### config.mk
export PLATFORM = sky130hd
export DESIGN_NAME = monostable_multi
export DESIGN_NICKNAME = d
export VERILOG_FILES = /design/src/rtl/monostable_multi_pkg.sv /design/src/rtl/monostable_chan.sv /design/src/rtl/monostable_multi.sv
export SDC_FILE = /design/constraint.sdc
export NUM_CORES = 1
export LEC_CHECK = 0
export ABC_AREA = 1
export CAP_MARGIN = 40
export CORE_MARGIN = 4
export CORE_UTILIZATION = 55
export CTS_CLUSTER_DIAMETER = 200
export DETAILED_ROUTE_END_ITERATION = 16
export HOLD_SLACK_MARGIN = 0.03
export PLACE_DENSITY = 0.8
export SYNTH_ARGS = -nofsm -noshare
export SYNTH_HDL_FRONTEND = slang
export SYNTH_SLANG_ARGS = --single-unit
### constraint.sdc
create_clock -name clk -period 1.63 [get_ports clk]
set_input_delay 0.163 -clock clk [delete_from_list [all_inputs] [get_ports clk]]
set_output_delay 0.163 -clock clk [all_outputs]
set_load 0.01 [all_outputs]
### src/rtl/monostable_multi_pkg.sv
// Shared types and default parameters for the multi-channel monostable.
// Holds the per-channel FSM state enum and default NUM_CH/CNT_W/HOLDOFF.
package monostable_multi_pkg;

    localparam int DEF_NUM_CH  = 4;
    localparam int DEF_CNT_W   = 8;
    localparam int DEF_HOLDOFF = 0;

    typedef enum logic [1:0] {
        IDLE   = 2'd0,
        ACTIVE = 2'd1,
        HOLD   = 2'd2
    } chan_state_e;

endpackage

### src/rtl/monostable_chan.sv
// One monostable channel: optional trigger sync, rising-edge detect,
// IDLE/ACTIVE/HOLD FSM and a non-wrapping down counter.
// Ports: clk, reset (async, active-high), trigger, width[CNT_W], retrig,
//        pulse (registered), done (one-cycle strobe at pulse fall).
// Macro MONOSTABLE_MULTI_SYNC_EN adds a 2-flop trigger synchroniser.
module monostable_chan
    import monostable_multi_pkg::*;
#(
    parameter int CNT_W   = DEF_CNT_W,
    parameter int HOLDOFF = DEF_HOLDOFF
) (
    input  logic             clk,
    input  logic             reset,
    input  logic             trigger,
    input  logic [CNT_W-1:0] width,
    input  logic             retrig,
    output logic             pulse,
    output logic             done
);

    localparam logic [CNT_W-1:0] HOLD_LEN = CNT_W'(HOLDOFF);
    localparam logic [CNT_W-1:0] ONE      = CNT_W'(1);

    logic trig_s;

`ifdef MONOSTABLE_MULTI_SYNC_EN
    logic sync1_q;
    logic sync2_q;

    always_ff @(posedge clk or posedge reset) begin
        if (reset) begin
            sync1_q <= 1'b0;
            sync2_q <= 1'b0;
        end else begin
            sync1_q <= trigger;
            sync2_q <= sync1_q;
        end
    end

    assign trig_s = sync2_q;
`else
    assign trig_s = trigger;
`endif

    chan_state_e      state_q, state_d;
    logic [CNT_W-1:0] cnt_q, cnt_d;
    logic             prev_q;
    logic             pulse_q, pulse_d;
    logic             done_q, done_d;
    logic             rise;
    logic             width_nz;

    assign rise     = trig_s & ~prev_q;
    assign width_nz = |width;

    always_comb begin
        state_d = state_q;
        cnt_d   = cnt_q;
        done_d  = 1'b0;
        unique case (state_q)
            IDLE: begin
                if (rise && width_nz) begin
                    state_d = ACTIVE;
                    cnt_d   = width;
                end
            end
            ACTIVE: begin
                // A retrigger on the final cycle takes priority over the fall.
                if (rise && retrig && width_nz) begin
                    cnt_d = width;
                end else if (cnt_q > ONE) begin
                    cnt_d = cnt_q - ONE;
                end else begin
                    done_d = 1'b1;
                    if (HOLDOFF == 0) begin
                        state_d = IDLE;
                        cnt_d   = '0;
                    end else begin
                        state_d = HOLD;
                        cnt_d   = HOLD_LEN;
                    end
                end
            end
            HOLD: begin
                if (cnt_q > ONE) begin
                    cnt_d = cnt_q - ONE;
                end else begin
                    state_d = IDLE;
                    cnt_d   = '0;
                end
            end
            default: begin
                state_d = IDLE;
                cnt_d   = '0;
            end
        endcase
        pulse_d = (state_d == ACTIVE);
    end

    always_ff @(posedge clk or posedge reset) begin
        if (reset) begin
            state_q <= IDLE;
            cnt_q   <= '0;
            prev_q  <= 1'b0;
            pulse_q <= 1'b0;
            done_q  <= 1'b0;
        end else begin
            state_q <= state_d;
            cnt_q   <= cnt_d;
            prev_q  <= trig_s;
            pulse_q <= pulse_d;
            done_q  <= done_d;
        end
    end

    assign pulse = pulse_q;
    assign done  = done_q;

endmodule

### src/rtl/monostable_multi.sv
// NUM_CH independent monostable pulse generators sharing clk/reset.
// Ports: clk, reset (async, active-high), trigger[NUM_CH],
//        width[NUM_CH*CNT_W] (ch i at [i*CNT_W +: CNT_W]), retrig[NUM_CH],
//        pulse[NUM_CH], done[NUM_CH].
// Macro MONOSTABLE_MULTI_SYNC_EN enables per-channel trigger synchronisers.
module monostable_multi
    import monostable_multi_pkg::*;
#(
    parameter int NUM_CH  = DEF_NUM_CH,
    parameter int CNT_W   = DEF_CNT_W,
    parameter int HOLDOFF = DEF_HOLDOFF
) (
    input  logic                    clk,
    input  logic                    reset,
    input  logic [NUM_CH-1:0]       trigger,
    input  logic [NUM_CH*CNT_W-1:0] width,
    input  logic [NUM_CH-1:0]       retrig,
    output logic [NUM_CH-1:0]       pulse,
    output logic [NUM_CH-1:0]       done
);

    for (genvar i = 0; i < NUM_CH; i++) begin : g_chan
        monostable_chan #(
            .CNT_W   (CNT_W),
            .HOLDOFF (HOLDOFF)
        ) u_chan (
            .clk     (clk),
            .reset   (reset),
            .trigger (trigger[i]),
            .width   (width[i*CNT_W +: CNT_W]),
            .retrig  (retrig[i]),
            .pulse   (pulse[i]),
            .done    (done[i])
        );
    end

endmodule

==> metrics.txt, run 1 <==
# TYPE chip_impl_metric gauge
chip_impl_info{name="postSynth.topFlopCell",value="sky130_fd_sc_hd__dfrtp_1"} 1
chip_impl_metric{name="ir_worst_vdd",unit="mV"} 1.00
chip_impl_metric{name="die_width",unit="um"} 88.8
chip_impl_metric{name="worst_setup_hold_path_clk_slew",unit="ns"} 0.10
chip_impl_metric{name="drt_iter0_markers",unit=""} 123
chip_impl_metric{name="hold_violations",unit=""} 0
chip_impl_metric{name="dp_hpwl",unit="mm"} 5.89
chip_impl_metric{name="synth_compound_gate_area_share",unit="%"} 7.21
chip_impl_metric{name="share_clk_of_total_power",unit="%"} 10.5
chip_impl_metric{name="synthCells",unit=""} 491
chip_impl_metric{name="routed_wirelength",unit="mm"} 8.03
chip_impl_metric{name="wl_cell",unit="um"} 12.7
chip_impl_metric{name="port_buffer_count",unit=""} 49
chip_impl_metric{name="worst-r2r-setup-slack",unit="ns"} 0.02
chip_impl_metric{name="floorplan.rows",unit=""} 29
chip_impl_metric{name="drive_gt1_share",unit="%"} 19.5
chip_impl_metric{name="synth.net_count",unit=""} 541
chip_impl_metric{name="postSynthRegisterBits",unit=""} 52
chip_impl_metric{name="p_total",unit="mW"} 7.61
chip_impl_metric{name="nets",unit=""} 603
chip_impl_info{name="synth.most_common_cell",value="sky130_fd_sc_hd__nand2_1"} 1
chip_impl_metric{name="first_pass_iters",unit=""} 6
chip_impl_metric{name="die_height",unit="um"} 88.8
chip_impl_metric{name="seqCellArea",unit="mm^2"} 0.00130
chip_impl_metric{name="synth_simple_gate_area_share",unit="%"} 41.5
chip_impl_metric{name="synthDistinctLibCells",unit=""} 29
chip_impl_metric{name="clkLatencyLatePin",unit="ns"} 0.31
chip_impl_metric{name="numCtsBuffers",unit=""} 5
chip_impl_metric{name="grt_first_pass_wirelength",unit="mm"} 12.8
chip_impl_info{name="holdCritPathClass",value="in -> async"} 1
chip_impl_metric{name="synth_xor_area_share",unit="%"} 4.39
chip_impl_metric{name="period_needed",unit="ns"} 1.61
chip_impl_metric{name="synth.cell_area",unit="mm^2"} 0.00359
chip_impl_metric{name="final_report_setup_violation_count",unit=""} 0
chip_impl_metric{name="tightest_slew_margin_relative_to_the_limit",unit="%"} 74.7
chip_impl_metric{name="detailroute.via_count",unit=""} 3267
chip_impl_info{name="outcome",value="completed"} 1
chip_impl_info{name="critPathKind",value="reg -> reg"} 1
chip_impl_info{name="synth_top_family_by_area",value="simple AND/OR/NAND/NOR gates"} 1
chip_impl_metric{name="netSwitchingFraction",unit="%"} 47.0
chip_impl_metric{name="power_per_cell_area",unit="mW/mm^2"} 1710
chip_impl_metric{name="finalWeightedCongestion",unit=""} 0.922
chip_impl_metric{name="timing.final.max_slew_violations",unit=""} 0
chip_impl_metric{name="clock-sinks",unit=""} 52
chip_impl_info{name="endpoint_kind",value="flop"} 1
chip_impl_metric{name="worst_ep_arrival_time",unit="ns"} 1.82
chip_impl_metric{name="n_fill_cell",unit=""} 537
chip_impl_metric{name="combPwrFrac",unit="%"} 58.2
chip_impl_metric{name="pwr-share-seq",unit="%"} 31.3
chip_impl_metric{name="synth_seq_area_share",unit="%"} 36.2
chip_impl_info{name="synthTopCellsByCount",value="sky130_fd_sc_hd__nand2_1, sky130_fd_sc_hd__nand3_1, sky130_fd_sc_hd__dfrtp_1, sky130_fd_sc_hd__nor2_1, sky130_fd_sc_hd__inv_1"} 1
chip_impl_info{name="rsz0062_at_grt",value="true"} 1
chip_impl_metric{name="largest_net_degree_at_the_start_of_global_routing",unit=""} 22
chip_impl_metric{name="groute.usage.overall",unit="%"} 20.4
chip_impl_metric{name="gr-total-overflow",unit=""} 0
chip_impl_metric{name="multi_input_area",unit="mm^2"} 0.00210
chip_impl_metric{name="design.portCount",unit=""} 50
chip_impl_info{name="clock_tree.root_cell",value="sky130_fd_sc_hd__clkbuf_8"} 1
chip_impl_metric{name="vias_per_cell",unit=""} 5.18
chip_impl_metric{name="power.internal",unit="mW"} 4.04
chip_impl_metric{name="finalSetupTns",unit="ns"} 0
chip_impl_info{name="reg2reg_to",value="g_chan[3].u_chan.cnt_q[5]$_DFFE_PP0P_"} 1
chip_impl_metric{name="drtAntennaViolNets",unit=""} 0
chip_impl_metric{name="p_leak",unit="nW"} 2.23
chip_impl_metric{name="antenna_cells",unit=""} 0
chip_impl_metric{name="synth_area_per_cell",unit="um^2"} 7.32
chip_impl_info{name="synthDominantAreaCellType",value="sky130_fd_sc_hd__dfrtp_1"} 1
chip_impl_info{name="synthTopCellsByArea",value="sky130_fd_sc_hd__dfrtp_1, sky130_fd_sc_hd__nand2_1, sky130_fd_sc_hd__nand3_1"} 1
chip_impl_info{name="clock_tree_from_tritoncts",value="built"} 1
chip_impl_metric{name="clock_path_buffers",unit=""} 2
chip_impl_metric{name="min_period_over_period",unit="%"} 98.5
chip_impl_metric{name="switchingPower",unit="mW"} 3.57
chip_impl_info{name="timing.critical_path.from",value="g_chan[3].u_chan.cnt_q[0]$_DFFE_PP0P_"} 1
chip_impl_info{name="startpoint_type",value="flop"} 1
chip_impl_metric{name="max_clock_freq",unit="MHz"} 623
chip_impl_metric{name="area_growth",unit="%"} 23.9
chip_impl_metric{name="yosys_warnings",unit=""} 0
chip_impl_metric{name="grt_pass1_vias",unit=""} 3044
chip_impl_metric{name="dieArea",unit="mm^2"} 0.00789
chip_impl_metric{name="fp.coreArea",unit="mm^2"} 0.00635
chip_impl_metric{name="cp_max_fo",unit=""} 8
chip_impl_metric{name="drv_cap",unit=""} 0
chip_impl_metric{name="cts-hold-fix-buffers",unit=""} 0
chip_impl_metric{name="synthAdderAreaFrac",unit="%"} 2.79
chip_impl_metric{name="synth_edf_count",unit=""} 0
chip_impl_metric{name="finalClockSkew",unit="ns"} 0.00400
chip_impl_metric{name="synth_mux_area_share",unit="%"} 0
chip_impl_metric{name="required",unit="ns"} 1.84
chip_impl_metric{name="share_of_flip_flops_with_an_asynchronous_set_or_reset",unit="%"} 100
chip_impl_metric{name="synth_top_area_share",unit="%"} 36.2
chip_impl_info{name="regToRegStartpoint",value="g_chan[3].u_chan.cnt_q[0]$_DFFE_PP0P_"} 1
chip_impl_metric{name="cts.htree.levels",unit=""} 2
chip_impl_metric{name="tightestPinTransition",unit="ns"} 0.379
chip_impl_metric{name="grt_antenna_before_repair",unit=""} 0
chip_impl_metric{name="initial_utilization",unit="%"} 56.6
chip_impl_metric{name="drc_errors",unit=""} 0
chip_impl_metric{name="reg2reg_depth",unit=""} 12
layout make-up:
cell class              instances  share of cell area (%)
clock inverters                 1                   0.169
repair buffers                 71                    15.5
well taps                      77                    2.17
flip-flops and latches         52                    29.2
multi-input cells             379                    47.3
clock buffers                   7                    1.94
inverters                      44                    3.71
power by group through the flow:
stage / sequential [mW] / clock (mW) / combinational [mW]
2_1_floorplan: 2.22 / 0 / 3.12
3_3_place_gp: 2.36 / 0 / 3.84
3_5_place_dp: 2.37 / 0 / 3.93
4_1_cts: 2.35 / 0.817 / 3.95
5_1_grt: 2.45 / 0.870 / 5.05
6_report: 2.38 / 0.800 / 4.43
registers in the layout, indices dropped and copies added, names as in the netlist:
register,cells
g_chan.u_chan.state_q,8
g_chan.u_chan.prev_q,4
g_chan.u_chan.cnt_q,32
g_chan.u_chan.done,4
g_chan.u_chan.pulse,4
logic make-up after synthesis:
logic type                 after synthesis
adders and majority gates                8
and+or+nand+nor                        324
AOI/OAI and AO/OA                       29
buffers and inverters                   60
xor gates and xnor gates                18
DFF                                     52
timing repair:
action,CTS,global route
gates resized for setup,0,27
setup buffers,0,8
setup endpoints to repair,0,32
layer usage:
metal | wire [um] | GRT usage [%]
met1 | 3650 | 25.8
met2 | 3850 | 35.1
met3 | 399 | 2.89
met4 | 125 | 7.83
met5 | 0 | 0
worst max-delay path, cell delays in order, from the launching register on:
cell and delay [ns]:
sky130_fd_sc_hd__dfrtp_1 0.42, sky130_fd_sc_hd__inv_2 0.14, sky130_fd_sc_hd__ha_4 0.19, sky130_fd_sc_hd__o21ai_4 0.07, sky130_fd_sc_hd__nor2_2 0.15, sky130_fd_sc_hd__nor2_2 0.06, sky130_fd_sc_hd__nand2_2 0.07, sky130_fd_sc_hd__nand2_4 0.09
sky130_fd_sc_hd__buf_6 0.13, sky130_fd_sc_hd__nand2_1 0.05, sky130_fd_sc_hd__nand2_1 0.04, sky130_fd_sc_hd__nand2_1 0.05, sky130_fd_sc_hd__nand2_1 0.05
how the worst max path moves through the flow:
| stage | endpoint | slack (ns) | depth (start not counted) |
|---|---|---|---|
| after floorplan | g_chan[1].u_chan.cnt_q[6]$_DFFE_PP0P_ | 0.18 | 10 |
| after global placement | g_chan[3].u_chan.cnt_q[7]$_DFFE_PP0P_ | 0.006 | 7 |
| after detailed placement | g_chan[3].u_chan.cnt_q[0]$_DFFE_PP0P_ | -0.02 | 9 |
| after CTS | g_chan[2].u_chan.cnt_q[5]$_DFFE_PP0P_ | 0.04 | 11 |
| after global routing | g_chan[3].u_chan.cnt_q[5]$_DFFE_PP0P_ | -0.08 | 12 |
| final | g_chan[3].u_chan.cnt_q[5]$_DFFE_PP0P_ | 0.02 | 12 |
cells in the final DEF (no fill, tap or decap), types with 14 or more instances in the layout:
| cell | netlist | layout |
|---|---|---|
| sky130_fd_sc_hd__buf_4 | 8 | 18 |
| sky130_fd_sc_hd__clkdlybuf4s50_1 | 0 | 49 |
| sky130_fd_sc_hd__dfrtp_1 | 52 | 52 |
| sky130_fd_sc_hd__inv_1 | 33 | 26 |
| sky130_fd_sc_hd__inv_2 | 11 | 18 |
| sky130_fd_sc_hd__nand2_1 | 172 | 168 |
| sky130_fd_sc_hd__nand3_1 | 67 | 67 |
| sky130_fd_sc_hd__nor2_1 | 42 | 41 |
| sky130_fd_sc_hd__nor2_2 | 14 | 15 |
| sky130_fd_sc_hd__xor2_1 | 14 | 14 |
stage by stage:
| step | instance area (um^2) | hold slack, ns | utilization (%) | setup WS [ns] | std cells |
|---|---|---|---|---|---|
| 2_1_floorplan | 3590 | 0.194 | - | 0.180 | 491 |
| 3_3_place_gp | 4190 | 0.489 | 66.0 | 0.00594 | 615 |
| 4_1_cts | 4280 | 0.153 | 67.5 | 0.0374 | 623 |
| 6_report | 4450 | 0.141 | 70.1 | 0.0244 | 631 |
| 3_5_place_dp | 4190 | 0.488 | 66.0 | -0.0241 | 615 |
| 5_1_grt | 4450 | 0.162 | 70.1 | -0.0758 | 631 |
No activity file was read; power rests on OpenSTA's default activity.
==> run 2, diff against run 1 <==
--- a/config.mk
+++ b/config.mk
@@ -8,11 +8,13 @@
 export ABC_AREA = 1
 export CAP_MARGIN = 40
 export CORE_MARGIN = 4
-export CORE_UTILIZATION = 55
+export CORE_UTILIZATION = 58
 export CTS_CLUSTER_DIAMETER = 200
 export DETAILED_ROUTE_END_ITERATION = 16
+export DONT_BUFFER_PORTS = 1
 export HOLD_SLACK_MARGIN = 0.03
-export PLACE_DENSITY = 0.8
+export PLACE_DENSITY = 0.76
 export SYNTH_ARGS = -nofsm -noshare
 export SYNTH_HDL_FRONTEND = slang
 export SYNTH_SLANG_ARGS = --single-unit
+export TNS_END_PERCENT = 100
==> constraint.sdc (replaced) <==
create_clock -name clk -period 1.3 [get_ports clk]
set_input_delay 0.13 -clock clk [delete_from_list [all_inputs] [get_ports clk]]
set_output_delay 0.13 -clock clk [all_outputs]
set_load 0.01 [all_outputs]
==> metrics.txt, run 2 (synthesis gave the netlist of run 1 again) <==
# TYPE chip_impl_metric gauge
chip_impl_info{name="largestRegisters",value="g_chan.u_chan.cnt_q (32), g_chan.u_chan.state_q (8)"} 1
chip_impl_metric{name="reg2reg_depth",unit=""} 11
chip_impl_metric{name="grt_first_pass_wirelength",unit="mm"} 14.3
chip_impl_metric{name="ir_worst_vdd",unit="mV"} 1.27
chip_impl_metric{name="worst_setup_hold_path_clk_slew",unit="ns"} 0.10
chip_impl_metric{name="timing.final.max_slew_violations",unit=""} 0
chip_impl_metric{name="floorplan.rows",unit=""} 28
chip_impl_metric{name="gr-total-overflow",unit=""} 0
chip_impl_metric{name="worst_hold_path.num_cells",unit=""} 4
chip_impl_info{name="clock_tree_from_tritoncts",value="built"} 1
chip_impl_metric{name="grt_antenna_before_repair",unit=""} 0
chip_impl_metric{name="nets",unit=""} 604
chip_impl_metric{name="placement.cell_area",unit="mm^2"} 0.00402
chip_impl_metric{name="cp_max_fo",unit=""} 8
chip_impl_info{name="clock_tree.root_cell",value="sky130_fd_sc_hd__clkbuf_8"} 1
chip_impl_metric{name="largest_net_degree_at_the_start_of_global_routing",unit=""} 29
chip_impl_metric{name="antenna_cells",unit=""} 0
chip_impl_info{name="regToRegStartpoint",value="g_chan[1].u_chan.cnt_q[0]$_DFFE_PP0P_"} 1
chip_impl_metric{name="dieArea",unit="mm^2"} 0.00752
chip_impl_metric{name="area_growth",unit="%"} 24.4
chip_impl_metric{name="design.portCount",unit=""} 50
chip_impl_info{name="max_flop_register",value="g_chan.u_chan.cnt_q"} 1
chip_impl_info{name="critPathKind",value="reg -> reg"} 1
chip_impl_info{name="mostFrequentLayoutCell",value="sky130_fd_sc_hd__nand2_1"} 1
chip_impl_metric{name="clock_path_buffers",unit=""} 2
chip_impl_metric{name="p_leak",unit="nW"} 2.28
chip_impl_metric{name="vias_per_cell",unit=""} 5.29
chip_impl_metric{name="cts.htree.levels",unit=""} 2
chip_impl_metric{name="setup_ws",unit="ns"} -0.193
chip_impl_info{name="violations_in_the_final_reports",value="negative setup slack"} 1
chip_impl_info{name="commonest_cells_after_routing_fill_and_taps_aside",value="sky130_fd_sc_hd__nand2_1, sky130_fd_sc_hd__nand3_1, sky130_fd_sc_hd__buf_4"} 1
chip_impl_metric{name="groute.usage.overall",unit="%"} 23.5
chip_impl_metric{name="dp_hpwl",unit="mm"} 6.13
chip_impl_metric{name="max_clock_freq",unit="MHz"} 670
chip_impl_metric{name="tightest_slew_margin_relative_to_the_limit",unit="%"} 74.4
chip_impl_metric{name="drtAntennaViolNets",unit=""} 0
chip_impl_metric{name="tightestPinTransition",unit="ns"} 0.383
chip_impl_metric{name="min_period_over_period",unit="%"} 115
chip_impl_metric{name="worst_ep_arrival_time",unit="ns"} 1.73
chip_impl_metric{name="finalWeightedCongestion",unit=""} 0.924
chip_impl_info{name="reg2reg_to",value="g_chan[1].u_chan.cnt_q[0]$_DFFE_PP0P_"} 1
chip_impl_metric{name="wl_cell",unit="um"} 13.6
chip_impl_metric{name="numCtsBuffers",unit=""} 5
chip_impl_metric{name="largest_register_ffs",unit=""} 32
chip_impl_metric{name="clock-sinks",unit=""} 52
chip_impl_info{name="endpoint_kind",value="flop"} 1
chip_impl_metric{name="detailroute.via_count",unit=""} 3333
chip_impl_metric{name="drc_errors",unit=""} 0
chip_impl_metric{name="fp.coreArea",unit="mm^2"} 0.00596
chip_impl_metric{name="die_width",unit="um"} 86.7
chip_impl_info{name="rsz0062_at_grt",value="true"} 1
chip_impl_metric{name="routed_wirelength",unit="mm"} 8.54
chip_impl_info{name="worstHoldEndpoint",value="g_chan[3].u_chan.cnt_q[4]$_DFFE_PP0P_"} 1
chip_impl_metric{name="initial_utilization",unit="%"} 60.3
chip_impl_metric{name="hold_violations",unit=""} 0
chip_impl_metric{name="detailedPlace.worstSlack",unit="ns"} -0.185
chip_impl_metric{name="drv_cap",unit=""} 0
chip_impl_metric{name="finalClockSkew",unit="ns"} 0.0108
chip_impl_metric{name="period_needed",unit="ns"} 1.49
chip_impl_metric{name="die_height",unit="um"} 86.7
chip_impl_metric{name="fin_area",unit="mm^2"} 0.00447
chip_impl_metric{name="drt_iter0_markers",unit=""} 147
chip_impl_metric{name="power_per_cell_area",unit="mW/mm^2"} 2340
chip_impl_metric{name="worst-r2r-setup-slack",unit="ns"} -0.19
chip_impl_metric{name="final_report_setup_violation_count",unit=""} 36
chip_impl_metric{name="drive_gt1_share",unit="%"} 31.5
chip_impl_info{name="startpoint_type",value="flop"} 1
chip_impl_info{name="holdCritPathClass",value="in -> reg"} 1
chip_impl_metric{name="grt_pass1_vias",unit=""} 3248
chip_impl_metric{name="clkLatencyLatePin",unit="ns"} 0.31
chip_impl_metric{name="port_buffer_count",unit=""} 0
chip_impl_metric{name="required",unit="ns"} 1.54
chip_impl_info{name="outcome",value="finished, violations left"} 1
chip_impl_info{name="holdCritStartpoint",value="width[28]"} 1
chip_impl_metric{name="first_pass_iters",unit=""} 4
-- run 2: cell types whose count changed in the layout (fill, tap and decap cells not counted), sizes merged, moves of 2 or more --
cell and change:
dlygate4sd3 +10, clkdlybuf4s50 -49, buf +40, clkbuf -2
-- run 2: report_power, final --
| part | switching [mW] | internal [mW] | total [mW] |
|---|---|---|---|
| combinational | 3.57 | 2.83 | 6.40 |
| clock | 0.541 | 0.570 | 1.11 |
| sequential | 0.668 | 2.27 | 2.94 |
-- run 2: repair_timing --
item,CTS,global route
endpoints found under the setup margin,35,43
setup buffers,3,5
hold endpoints to repair,61,0
hold buffers,10,0
pin swaps,9,7
gates resized for setup,16,27
gates cloned,0,0
-- run 2: worst max-delay path by stage --
stage                                          startpoint                               endpoint  cells past startpoint
global route        g_chan[1].u_chan.cnt_q[0]$_DFFE_PP0P_  g_chan[1].u_chan.cnt_q[0]$_DFFE_PP0P_                     11
detailed placement  g_chan[2].u_chan.cnt_q[0]$_DFFE_PP0P_  g_chan[2].u_chan.cnt_q[4]$_DFFE_PP0P_                     11
CTS                 g_chan[2].u_chan.cnt_q[0]$_DFFE_PP0P_  g_chan[2].u_chan.cnt_q[4]$_DFFE_PP0P_                     11
finish              g_chan[1].u_chan.cnt_q[0]$_DFFE_PP0P_  g_chan[1].u_chan.cnt_q[0]$_DFFE_PP0P_                     11
global placement    g_chan[2].u_chan.cnt_q[0]$_DFFE_PP0P_  g_chan[2].u_chan.cnt_q[4]$_DFFE_PP0P_                     11
floorplan           g_chan[1].u_chan.cnt_q[0]$_DFFE_PP0P_  g_chan[1].u_chan.cnt_q[6]$_DFFE_PP0P_                     10
-- run 2: final cells by class --
cell class              count  area, um^2
multi-input cells         379        2220
fillers                   448        1490
flip-flops and latches     52        1300
repair buffers             72         569
inverters                  44         169
well taps                  75        93.8
clock buffers               5        68.8
clock inverters             3        42.5
-- run 2: through the flow --
step | TNS (ns) | hold WS [ns] | power, mW | instances | util, %
CTS | -4.22 | 0.0386 | 9.99 | 625 | 72.4
floorplan | -0.343 | 0.161 | 6.87 | 491 | -
global route | -8.53 | 0.0538 | 11.4 | 630 | 75.0
finish | -4.86 | 0.0475 | 10.4 | 630 | 75.0
global placement | -2.27 | 0.100 | 8.32 | 604 | 67.5
detailed placement | -3.66 | 0.111 | 8.54 | 604 | 67.5
-- run 2: worst max-delay path, stage by stage (launching register included) --
cell                      delay, ns
sky130_fd_sc_hd__dfrtp_1       0.41
sky130_fd_sc_hd__inv_2         0.07
sky130_fd_sc_hd__ha_4          0.18
sky130_fd_sc_hd__o21ai_4       0.21
sky130_fd_sc_hd__nor2_4        0.06
sky130_fd_sc_hd__nor2_2        0.09
sky130_fd_sc_hd__nand2_2       0.07
sky130_fd_sc_hd__nand2_4       0.13
sky130_fd_sc_hd__nand2_1       0.06
sky130_fd_sc_hd__nand2_1       0.06
sky130_fd_sc_hd__nand2_1       0.05
sky130_fd_sc_hd__nand2_1       0.06
-- run 2: routing by layer --
| metal | global-route usage (%) | vias up | share of wire [%] |
|---|---|---|---|
| met5 | 0 | - | 0 |
| met4 | 6.52 | 0 | 1.4 |
| met3 | 3.99 | 15 | 5.2 |
| met2 | 40.9 | 92 | 49 |
| met1 | 30.0 | 1558 | 44 |
| li1 | - | 1668 | - |
==> run 3, diff against run 2 <==
--- a/config.mk
+++ b/config.mk
@@ -12,7 +12,7 @@
 export CTS_CLUSTER_DIAMETER = 200
 export DETAILED_ROUTE_END_ITERATION = 16
 export DONT_BUFFER_PORTS = 1
-export HOLD_SLACK_MARGIN = 0.03
+export HOLD_SLACK_MARGIN = 0.1
 export PLACE_DENSITY = 0.76
 export SYNTH_ARGS = -nofsm -noshare
 export SYNTH_HDL_FRONTEND = slang
==> metrics.txt, run 3 (synthesis gave the netlist of run 1 again) <==
# TYPE chip_impl_metric gauge
chip_impl_info{name="outcome",value="finished, violations left"} 1
chip_impl_info{name="violations_in_the_final_reports",value="negative setup slack"} 1
chip_impl_metric{name="drive_gt1_share",unit="%"} 29.5
chip_impl_metric{name="nets",unit=""} 633
chip_impl_metric{name="max_stage_delay",unit="ns"} 0.41
chip_impl_info{name="startpoint_type",value="flop"} 1
chip_impl_metric{name="final_report_setup_violation_count",unit=""} 36
chip_impl_metric{name="fp.coreArea",unit="mm^2"} 0.00596
chip_impl_metric{name="pwr-share-seq",unit="%"} 27.5
chip_impl_info{name="cp_common_cell",value="sky130_fd_sc_hd__nand2_1"} 1
chip_impl_metric{name="required",unit="ns"} 1.54
chip_impl_info{name="reg2reg_to",value="g_chan[1].u_chan.cnt_q[0]$_DFFE_PP0P_"} 1
chip_impl_metric{name="timing.final.max_slew_violations",unit=""} 0
chip_impl_metric{name="design.portCount",unit=""} 50
chip_impl_metric{name="power.internal",unit="mW"} 5.75
chip_impl_metric{name="finalWeightedCongestion",unit=""} 0.924
chip_impl_info{name="holdCritStartpoint",value="retrig[1]"} 1
chip_impl_metric{name="port_buffer_count",unit=""} 0
chip_impl_metric{name="gr-total-overflow",unit=""} 0
chip_impl_metric{name="grt_antenna_before_repair",unit=""} 0
chip_impl_info{name="regToRegStartpoint",value="g_chan[1].u_chan.cnt_q[0]$_DFFE_PP0P_"} 1
chip_impl_metric{name="numCtsBuffers",unit=""} 5
chip_impl_info{name="crit_path_cell_trace",value="inv_2, ha_4, o21ai_4, nor2_4, nor2_2, nand2_2, nand2_4, nand2_1, nand2_1, nand2_1, nand2_1"} 1
chip_impl_metric{name="drtAntennaViolNets",unit=""} 0
chip_impl_metric{name="drc_errors",unit=""} 0
chip_impl_metric{name="first_pass_iters",unit=""} 5
chip_impl_metric{name="groute.usage.overall",unit="%"} 26.1
chip_impl_metric{name="clock-sinks",unit=""} 52
chip_impl_metric{name="finalClockSkew",unit="ns"} 0.0113
chip_impl_metric{name="floorplan.rows",unit=""} 28
chip_impl_info{name="rsz0062_at_grt",value="true"} 1
chip_impl_metric{name="ir_worst_vdd",unit="mV"} 1.25
chip_impl_metric{name="hold_violations",unit=""} 0
chip_impl_metric{name="max_clock_freq",unit="MHz"} 660
chip_impl_info{name="largestRegisters",value="g_chan.u_chan.cnt_q (32), g_chan.u_chan.state_q (8)"} 1
chip_impl_metric{name="worst_hold_path.num_cells",unit=""} 4
chip_impl_metric{name="antenna_cells",unit=""} 0
chip_impl_info{name="clock_tree_from_tritoncts",value="built"} 1
chip_impl_metric{name="die_width",unit="um"} 86.7
chip_impl_metric{name="setup_ws",unit="ns"} -0.216
chip_impl_metric{name="die_height",unit="um"} 86.7
chip_impl_info{name="critPathKind",value="reg -> reg"} 1
chip_impl_metric{name="detailedPlace.worstSlack",unit="ns"} -0.185
chip_impl_metric{name="vias_per_cell",unit=""} 5.44
chip_impl_metric{name="detailroute.via_count",unit=""} 3583
chip_impl_info{name="worstHoldEndpoint",value="g_chan[1].u_chan.done$_DFF_PP0_"} 1
chip_impl_metric{name="drv_cap",unit=""} 0
chip_impl_metric{name="wl_cell",unit="um"} 14.5
chip_impl_metric{name="drt_iter0_markers",unit=""} 170
chip_impl_metric{name="initial_utilization",unit="%"} 60.3
chip_impl_metric{name="cts.htree.levels",unit=""} 2
chip_impl_info{name="max_flop_register",value="g_chan.u_chan.cnt_q"} 1
chip_impl_metric{name="power_per_cell_area",unit="mW/mm^2"} 2250
chip_impl_metric{name="finalSetupTns",unit="ns"} -5.33
chip_impl_metric{name="period_needed",unit="ns"} 1.52
chip_impl_metric{name="min_period_over_period",unit="%"} 117
chip_impl_metric{name="routed_wirelength",unit="mm"} 9.52
chip_impl_metric{name="worst-r2r-setup-slack",unit="ns"} -0.22
chip_impl_metric{name="final_util",unit="%"} 79.5
chip_impl_metric{name="largest_net_degree_at_the_start_of_global_routing",unit=""} 29
chip_impl_info{name="holdCritPathClass",value="in -> reg"} 1
chip_impl_metric{name="dp_hpwl",unit="mm"} 6.13
chip_impl_info{name="timing.critical_path.from",value="g_chan[1].u_chan.cnt_q[0]$_DFFE_PP0P_"} 1
chip_impl_metric{name="combPwrFrac",unit="%"} 62.0
chip_impl_metric{name="tightestPinTransition",unit="ns"} 0.374
chip_impl_metric{name="dieArea",unit="mm^2"} 0.00752
chip_impl_info{name="clock_tree.root_cell",value="sky130_fd_sc_hd__clkbuf_8"} 1
chip_impl_info{name="master_of_the_slowest_instance_on_the_critical_path",value="sky130_fd_sc_hd__dfrtp_1"} 1
chip_impl_metric{name="cp_max_fo",unit=""} 8
chip_impl_metric{name="reg2reg_depth",unit=""} 11
chip_impl_metric{name="switchingPower",unit="mW"} 4.90
chip_impl_metric{name="largest_register_ffs",unit=""} 32
chip_impl_metric{name="clkLatencyLatePin",unit="ns"} 0.31
chip_impl_metric{name="grt_first_pass_wirelength",unit="mm"} 15.8
chip_impl_metric{name="tightest_slew_margin_relative_to_the_limit",unit="%"} 75.1
chip_impl_metric{name="worst_setup_hold_path_clk_slew",unit="ns"} 0.09
chip_impl_info{name="mostFrequentLayoutCell",value="sky130_fd_sc_hd__nand2_1"} 1
chip_impl_metric{name="worst_ep_arrival_time",unit="ns"} 1.76
chip_impl_metric{name="area_growth",unit="%"} 31.8
chip_impl_metric{name="netSwitchingFraction",unit="%"} 46.0
chip_impl_metric{name="p_leak",unit="nW"} 2.40
chip_impl_metric{name="share_clk_of_total_power",unit="%"} 10.5
chip_impl_info{name="endpoint_kind",value="flop"} 1
chip_impl_metric{name="clock_path_buffers",unit=""} 2
chip_impl_info{name="commonest_cells_after_routing_fill_and_taps_aside",value="sky130_fd_sc_hd__nand2_1, sky130_fd_sc_hd__nand3_1, sky130_fd_sc_hd__buf_4"} 1
chip_impl_metric{name="grt_pass1_vias",unit=""} 3596
[run 3: worst max-delay path: cells and delay by family (launching register included)]
family / cells / cell delay, ns
flops: 1 / 0.41
buf+inv: 1 / 0.07
simple gates: 8 / 0.59
fa+ha+maj: 1 / 0.18
compound gates: 1 / 0.22
[run 3: per-stage QoR]
step | hold slack, ns | power, mW | cell area, um^2 | instances
after floorplan | 0.161 | 6.87 | 3640 | 491
after global placement | 0.100 | 8.32 | 4020 | 604
after detailed placement | 0.111 | 8.54 | 4020 | 604
after CTS | 0.159 | 10.1 | 4580 | 652
after global routing | 0.196 | 11.6 | 4730 | 659
final | 0.190 | 10.7 | 4730 | 659
[run 3: final cells by class]
type / instances / area, um^2
multi-input cells: 379 / 2200
flip-flops and latches: 52 / 1300
fillers: 395 / 1220
repair buffers: 101 / 855
inverters: 44 / 169
well taps: 75 / 93.8
clock buffers: 5 / 68.8
clock inverters: 3 / 42.5
[run 3: what timing repair did]
action                                 in CTS  in global routing
endpoints found under the hold margin      88                  0
pin swaps                                   9                  6
hold buffers                               37                  0
setup endpoints to repair                  35                 44
setup buffers                               3                  7
resized for setup                          16                 22
[run 3: power by group through the flow]
stage,combinational [mW],clock [mW],sequential (mW)
5_1_grt,7.36,1.22,3.02
3_3_place_gp,5.45,0,2.88
6_report,6.61,1.12,2.93
2_1_floorplan,4.08,0,2.79
3_5_place_dp,5.64,0,2.90
4_1_cts,6.02,1.15,2.89
[run 3: per-layer routing]
layer  GRT usage (%)  vias to the layer above  wire [um]  part of all wire, %
met3            4.75                       34        545                  5.7
met5               0                        -          0                    0
met4            10.2                        0        280                  2.9
met1            31.9                     1673       3990                   42
met2            45.3                      149       4700                   49
li1                -                     1727          -                    -
[run 3: worst max-delay path by stage]
stage	end	slack, ns	cells after the start
global route	g_chan[1].u_chan.cnt_q[0]$_DFFE_PP0P_	-0.31	11
finish	g_chan[1].u_chan.cnt_q[0]$_DFFE_PP0P_	-0.22	11
CTS	g_chan[2].u_chan.cnt_q[4]$_DFFE_PP0P_	-0.16	11
detailed placement	g_chan[2].u_chan.cnt_q[4]$_DFFE_PP0P_	-0.19	11
global placement	g_chan[2].u_chan.cnt_q[4]$_DFFE_PP0P_	-0.13	11
floorplan	g_chan[1].u_chan.cnt_q[6]$_DFFE_PP0P_	-0.03	10
